[src/rtl/mode_step_counter.sv]
// rtl/mode_step_counter.sv - debounced up/down mode stepping with a tick-driven step counter
// Optional: define MODE_STEP_COUNTER_SATURATE_EN to clamp the count instead of wrapping.
module mode_step_counter #(
  parameter int TICK_DIV        = 50_000_000,
  parameter int NUM_MODES       = 4,
  parameter int COUNT_WIDTH     = 16,
  parameter int DEBOUNCE_CYCLES = 1_000_000
) (
  input  logic                         in_clk,
  input  logic                         global_reset,
  input  logic                         in_up,
  input  logic                         in_down,
  input  logic                         in_clear,
  output logic [COUNT_WIDTH-1:0]       out_count,
  output logic [$clog2(NUM_MODES)-1:0] out_mode,
  output logic                         out_tick,
  output logic                         out_latch,
  output logic                         out_up_level,
  output logic                         out_down_level
);

  localparam int MW = $clog2(NUM_MODES);
  localparam int PW = (TICK_DIV > 2) ? $clog2(TICK_DIV) : 1;
  localparam int DW = $clog2(DEBOUNCE_CYCLES + 1);

  // Index 0 is the up button, index 1 the down button.
  logic [1:0]             s1_q, s1_d, s2_q, s2_d;
  logic [1:0]             lvl_q, lvl_d, lvl_dly_q, lvl_dly_d;
  logic [DW-1:0]          db_cnt_q [2];
  logic [DW-1:0]          db_cnt_d [2];
  logic [1:0]             pulse;
  logic [MW-1:0]          mode_q, mode_d;
  logic [PW-1:0]          phase_q, phase_d;
  logic [COUNT_WIDTH-1:0] count_q, count_d;
  logic                   tick_q, tick_d;
  logic                   latch_q, latch_d;
  logic [COUNT_WIDTH:0]   sum;
  logic                   tick_cond;

  always_comb begin
    s1_d      = {in_down, in_up};
    s2_d      = s1_q;
    lvl_d     = lvl_q;
    lvl_dly_d = lvl_q;
    for (int b = 0; b < 2; b++) begin
      db_cnt_d[b] = '0;
      if (s2_q[b] != lvl_q[b]) begin
        if (db_cnt_q[b] == DW'(DEBOUNCE_CYCLES - 1)) begin
          lvl_d[b] = s2_q[b];
        end else begin
          db_cnt_d[b] = db_cnt_q[b] + DW'(1);
        end
      end
    end
  end

  assign pulse = lvl_q & ~lvl_dly_q;

  // Coincident up and down pulses cancel.
  always_comb begin
    mode_d = mode_q;
    if (pulse == 2'b01 && mode_q != MW'(NUM_MODES - 1)) begin
      mode_d = mode_q + MW'(1);
    end else if (pulse == 2'b10 && mode_q != '0) begin
      mode_d = mode_q - MW'(1);
    end
  end

  assign tick_cond = (phase_q == PW'(TICK_DIV - 1));
  assign sum = (COUNT_WIDTH + 1)'(count_q) + (COUNT_WIDTH + 1)'(mode_q) + (COUNT_WIDTH + 1)'(1);

`ifndef MODE_STEP_COUNTER_SATURATE_EN
  logic unused_carry;
  assign unused_carry = sum[COUNT_WIDTH];
`endif

  always_comb begin
    phase_d = phase_q + PW'(1);
    count_d = count_q;
    tick_d  = 1'b0;
    latch_d = latch_q;
    if (in_clear) begin
      phase_d = '0;
      count_d = '0;
    end else if (tick_cond) begin
      phase_d = '0;
      tick_d  = 1'b1;
      latch_d = ~latch_q;
      // Step uses the mode as it was before any same-cycle change.
      if (mode_q != MW'(NUM_MODES - 1)) begin
`ifdef MODE_STEP_COUNTER_SATURATE_EN
        count_d = sum[COUNT_WIDTH] ? '1 : sum[COUNT_WIDTH-1:0];
`else
        count_d = sum[COUNT_WIDTH-1:0];
`endif
      end
    end
  end

  always_ff @(posedge in_clk) begin
    if (global_reset) begin
      s1_q      <= '0;
      s2_q      <= '0;
      lvl_q     <= '0;
      lvl_dly_q <= '0;
      db_cnt_q  <= '{default: '0};
      mode_q    <= '0;
      phase_q   <= '0;
      count_q   <= '0;
      tick_q    <= 1'b0;
      latch_q   <= 1'b0;
    end else begin
      s1_q      <= s1_d;
      s2_q      <= s2_d;
      lvl_q     <= lvl_d;
      lvl_dly_q <= lvl_dly_d;
      db_cnt_q  <= db_cnt_d;
      mode_q    <= mode_d;
      phase_q   <= phase_d;
      count_q   <= count_d;
      tick_q    <= tick_d;
      latch_q   <= latch_d;
    end
  end

  assign out_count      = count_q;
  assign out_mode       = mode_q;
  assign out_tick       = tick_q;
  assign out_latch      = latch_q;
  assign out_up_level   = lvl_q[0];
  assign out_down_level = lvl_q[1];

endmodule
[config.mk]
export PLATFORM = sky130hd
export DESIGN_NAME = mode_step_counter
export DESIGN_NICKNAME = d
export VERILOG_FILES = /design/src/rtl/mode_step_counter.sv
export SDC_FILE = /design/constraint.sdc
export NUM_CORES = 1
export LEC_CHECK = 0
export CAP_MARGIN = 20
export CORE_MARGIN = 2
export CORE_UTILIZATION = 44
export CTS_CLUSTER_DIAMETER = 200
export DETAILED_ROUTE_END_ITERATION = 8
export PLACE_DENSITY = 0.6
export SLEW_MARGIN = 20
export SYNTH_ARGS = -nofsm -noshare
export SYNTH_HDL_FRONTEND = slang
export SYNTH_SLANG_ARGS = --single-unit
export TNS_END_PERCENT = 30
[constraint.sdc]
create_clock -name in_clk -period 2.9 [get_ports in_clk]
set_input_delay 0.58 -clock in_clk [delete_from_list [all_inputs] [get_ports in_clk]]
set_output_delay 0.58 -clock in_clk [all_outputs]
set_load 0.005 [all_outputs]
# Word-level counts from Yosys, hierarchy flattened

Index checks and enable logic that the tools add are counted.

Add/subtract/negate cells: 7
$mul: 0
Divide/modulo/power cells: 0
Magnitude comparators: 0
Equality and inequality tests: 8
Shifts and indexed selects: 0
Muxes and demuxes: 3
Bitwise gates (word level): 6
Reductions and logical operators: 12

Operators by type and width:

| kind                                                                  | count |
|---|---|
| 20-bit by 1-bit adder with 20-bit output, second input constant       | 2 |
| 20-bit equality test, second input constant                           | 2 |
| 26-bit by 1-bit adder with 26-bit output, second input constant       | 1 |
| 26-bit equality test, second input constant                           | 1 |
| 16-bit by 1-bit adder with 16-bit output, second input constant       | 1 |
| 16-bit by 2-bit adder with 16-bit output                              | 1 |
| 3-bit OR reduction                                                    | 3 |
| 2-bit AND reduction                                                   | 4 |
| 2-bit two-way mux                                                     | 2 |
| 1-bit inverter                                                        | 4 |
| 2-bit nonzero test                                                    | 2 |
| 2-bit by 1-bit adder with 2-bit output, second input constant         | 1 |
| 2-bit AND                                                             | 1 |
| 2-bit by 1-bit equality test with 1-bit output, second input constant | 1 |
| 2-bit equality test, second input constant                            | 1 |
| 1-bit logical AND                                                     | 2 |
| 1-bit != test                                                         | 2 |
| 2-bit != test, second input constant                                  | 1 |
| 2-bit inverter                                                        | 1 |
| 2-bit OR reduction                                                    | 1 |
| 2-bit by 1-bit subtractor with 2-bit output, second input constant    | 1 |
| 1-bit two-way mux                                                     | 1 |

Register bits: 94
Bits in latches: 0
RAM bits: 0
Bits in read-only memories: 0
Memories kept: 0

# Longest topological paths before layout

Word-level depth: 6
Gate-level depth with buffers: 8

# Worst setup path before layout

No wires, ideal clock.

Kind: reg2reg
From: register phase_q[0]
To: register count_q[5] (netlist: out_count[5])
Setup time: 0.070 ns
Data arrival time: 1.988 ns
Path slack: 0.842 ns
Cell stages (with the launch flop): 8
Path buffers: 1
Cells stage by stage: dfxtp_1 > ha_1 > and2_1 > nand4_1 > buf_2 > or4_1 > or3_1 > a21oi_1

Longest elaborated chain between the ends: 2

Ends and longest elaborated chain:

| item                          | RTL line | text |
|---|---|---|
| from (decl)                   | 33       | `logic [PW-1:0] phase_q, phase_d;` |
| from (signal assigned)        | 119      | `phase_q <= phase_d;` |
| 26-bit equality test          | 69       | `assign tick_cond = (phase_q == PW'(TICK_DIV - 1));` |
| 2-bit AND reduction (no line) | -        |  |
| to (signal assigned)          | 120      | `count_q <= count_d;` |
| to (decl)                     | 34       | `logic [COUNT_WIDTH-1:0] count_q, count_d;` |

No other way between the ends.
A chain may end at the register's enable or synchronous reset.

# Worst setup path after layout

From: register phase_q[0]
To: register count_q[13] (netlist: out_count[13])

The elaborated chain is that of the path after synthesis.

==> results.py <==
metrics = {
    "run_status": {
        "status": "finished, final reports clean",
    },
    "cells_and_area": {
        "utilization_pct": 51.4,
        "fill_cells": 871,
        "insertedDiodeCount": 0,
        "layout.nets": 517,
        "fin_cells": 622,
        "layout_commonest_cell": "dfxtp_1",
        "drive_gt1_share_pct": 5.87,
        "syn_to_final_growth_pct": 13.5,
        "layout_common_cells": "dfxtp_1, nor2_1, xnor2_1, nand2_1, nand3_1",
    },
    "synthesis": {
        "syn-num-nets": 487,
        "ys_async_sr_fraction_pct": 0,
        "netlist_area_sq_mm": 0.00416,
        "synth_seq_area_share_pct": 45.2,
        "yosys.cell_types.count": 40,
        "synth_edf_count": 0,
        "syn_avg_cell_area_sq_um": 8.75,
        "ys_seq_elements": 94,
        "netlist_instances": 476,
        "yosys_warnings": 0,
        "synthFlopType": "dfxtp_1",
    },
    "sta": {
        "rsz0062_at_grt": "no",
        "fin_crit_ns": 2.35,
        "clock-skew-final_ns": 0.00930,
        "fin_crit_sh_pct": 80.9,
        "worstMarginPinSlew_ns": 0.631,
        "holdWs_ns": 0.449,
        "maxSlewHeadroom_pct": 57.5,
        "fin_setup_tns_ns": 0,
        "hold_violations": 0,
        "setup_viol": 0,
        "clock.fmax_mhz": 426,
        "drv_slew": 0,
    },
    "worst_setup_path": {
        "critPathArrivalTime_ns": 2.63,
        "critPathLaunch": "phase_q[0]$_SDFF_PP0_",
        "required_ns": 3.18,
        "r2r_cells": 6,
        "critPathKind": "reg -> reg",
        "worstReg2RegStart": "phase_q[0]$_SDFF_PP0_",
        "critPathCaptureType": "flip-flop",
        "r2r_setup_slack_ns": 0.55,
        "reg2reg_to": "out_count[13]$_SDFFE_PP0P_",
        "start_kind": "flip-flop",
        "crit_fanout": 12,
    },
    "drt": {
        "wirelength_mm": 7.91,
        "wl_met2_mm": 3.58,
        "first_pass_iters": 4,
        "drt-initial-drc-count": 68,
        "drtAntennaViolNets": 0,
        "vias": 3276,
        "highest_layer": "met4",
        "drc": 0,
        "vias_per_cell": 5.27,
        "wl_met1_mm": 4.00,
        "wl_per_cell_microns": 12.7,
        "met3_length_microns": 215,
    },
    "placement": {
        "dpl.hpwl_mm": 5.54,
        "place_inst": 606,
        "gp_congestion": 0.770,
        "io_buffers": 26,
    },
    "die": {
        "io_pins": 27,
        "die_h_microns": 101,
        "core_sq_mm": 0.00920,
        "placementRows": 35,
        "initial_core_util_pct": 45.3,
        "die_area_sq_mm": 0.0103,
        "die_width_microns": 101,
    },
    "clocking": {
        "cts.sinks": 94,
        "cts_hold_buf": 0,
        "postCtsSetupBuffers": 0,
        "clkLatencyLatePin_ns": 0.36,
        "cts_tree": "done",
        "cts_resized": 0,
        "path_clk_slew_ns": 0.09,
        "cts_made_buffers": 9,
        "cts_root_buffer": "clkbuf_8",
        "htreeDepth": 3,
        "cts_buffer_depth": 2,
    },
    "pwr": {
        "p_leak_uw": 0.00147,
        "p_per_area_mw_per_mm2": 454,
        "irDropWorstVdd_uv": 268,
    },
    "global_route": {
        "grt_usage_pct": 16.6,
        "grt_antenna_before_repair": 0,
        "grt_pass1_vias": 3068,
        "grt_max_degree": 20,
        "gr-total-overflow": 0,
        "grt_pass1_wl_mm": 13.9,
    },
    "hold_path": {
        "hold_path.startpoint": "s1_q[0]$_SDFF_PP0_",
        "min_to": "s2_q[0]$_SDFF_PP0_",
        "min_path_cells": 1,
        "hp-class": "reg -> reg",
    },
    "flow_run": {
        "cap_violations": 0,
    },
}
==> critical path: stages, from the launching register on <==
cell and delay [ns]:
dfxtp_1 0.41, ha_1 0.23, and2_1 0.19, nand4_1 0.23, or3_4 0.52, or4_1 0.52
a21oi_1 0.17
==> stage by stage <==
step	cell area (sq um)	total power [uW]	setup WS, ns
after floorplan	4160	1350	0.842
after CTS	4730	2180	0.536
after global placement	4540	1360	0.602
after detailed placement	4540	1360	0.590
final	4730	2150	0.554
after global routing	4730	2240	0.351
==> final cells by class <==
type                       count  area (sq um)  share of cell area (%)
clock buffer                  12           155                    3.28
tap                          111           139                    2.94
sequential                    94          1880                    39.8
inverter                      10          37.5                   0.794
timing repair buffer          31           298                    6.30
clock inverter                 4          28.8                   0.609
multi-input combinational    360          2190                    46.3
==> power by group <==
group	total (uW)	leakage [uW]	switching, uW	internal, uW
Combinational	33.7	0.000621	21.2	12.5
Sequential	1300	0.000758	3.58	1290
Clock	816	0.0000890	455	361
Total	2150	0.00147	480	1670
==> cell families after synthesis <==
family	share of synthesized area (%)
DFF	45.2
and+or+nand+nor	31.9
buffers and inverters	2.28
adders and majority gates	1.98
AOI/OAI and AO/OA	4.24
xor gates and xnor gates	13.7
muxes	0.721
==> per-layer routing <==
metal | GRT usage (%) | vias to the layer above
met5 | 0 | -
met4 | 5.61 | 0
met3 | 4.62 | 12
met2 | 27.4 | 34
met1 | 21.1 | 1537
li1 | - | 1693
==> how the worst max path moves through the flow <==
stage,depth (start not counted),endpoint
after global placement,9,out_count[8]$_SDFFE_PP0P_
final,6,out_count[13]$_SDFFE_PP0P_
after global routing,6,out_count[13]$_SDFFE_PP0P_
after CTS,6,out_count[13]$_SDFFE_PP0P_
after detailed placement,6,out_count[14]$_SDFFE_PP0P_
after floorplan,7,out_count[5]$_SDFFE_PP0P_
==> cells in the mapped netlist, drive strengths merged, types with 10 or more instances <==
cell type,n,area share (%)
and3,13,2.0
xor2,30,6.3
nand2,34,3.1
a21oi,12,1.4
nor3,10,1.2
nor2b,11,1.7
inv,10,0.90
xnor2,35,7.4
nor4,11,2.0
dfxtp,94,45
nor2,87,7.8
nand4,12,1.8
nand3,35,4.5
==> registers in the layout, indices dropped and copies added (netlist names) <==
| name | count |
|---|---|
| db_cnt_q | 40 |
| phase_q | 26 |
| out_count | 16 |
| lvl_dly_d | 2 |
| lvl_dly_q | 2 |
| out_mode | 2 |
| s1_q | 2 |
| s2_q | 2 |
| out_latch | 1 |
| out_tick | 1 |
No activity file was read; power rests on OpenSTA's default activity.
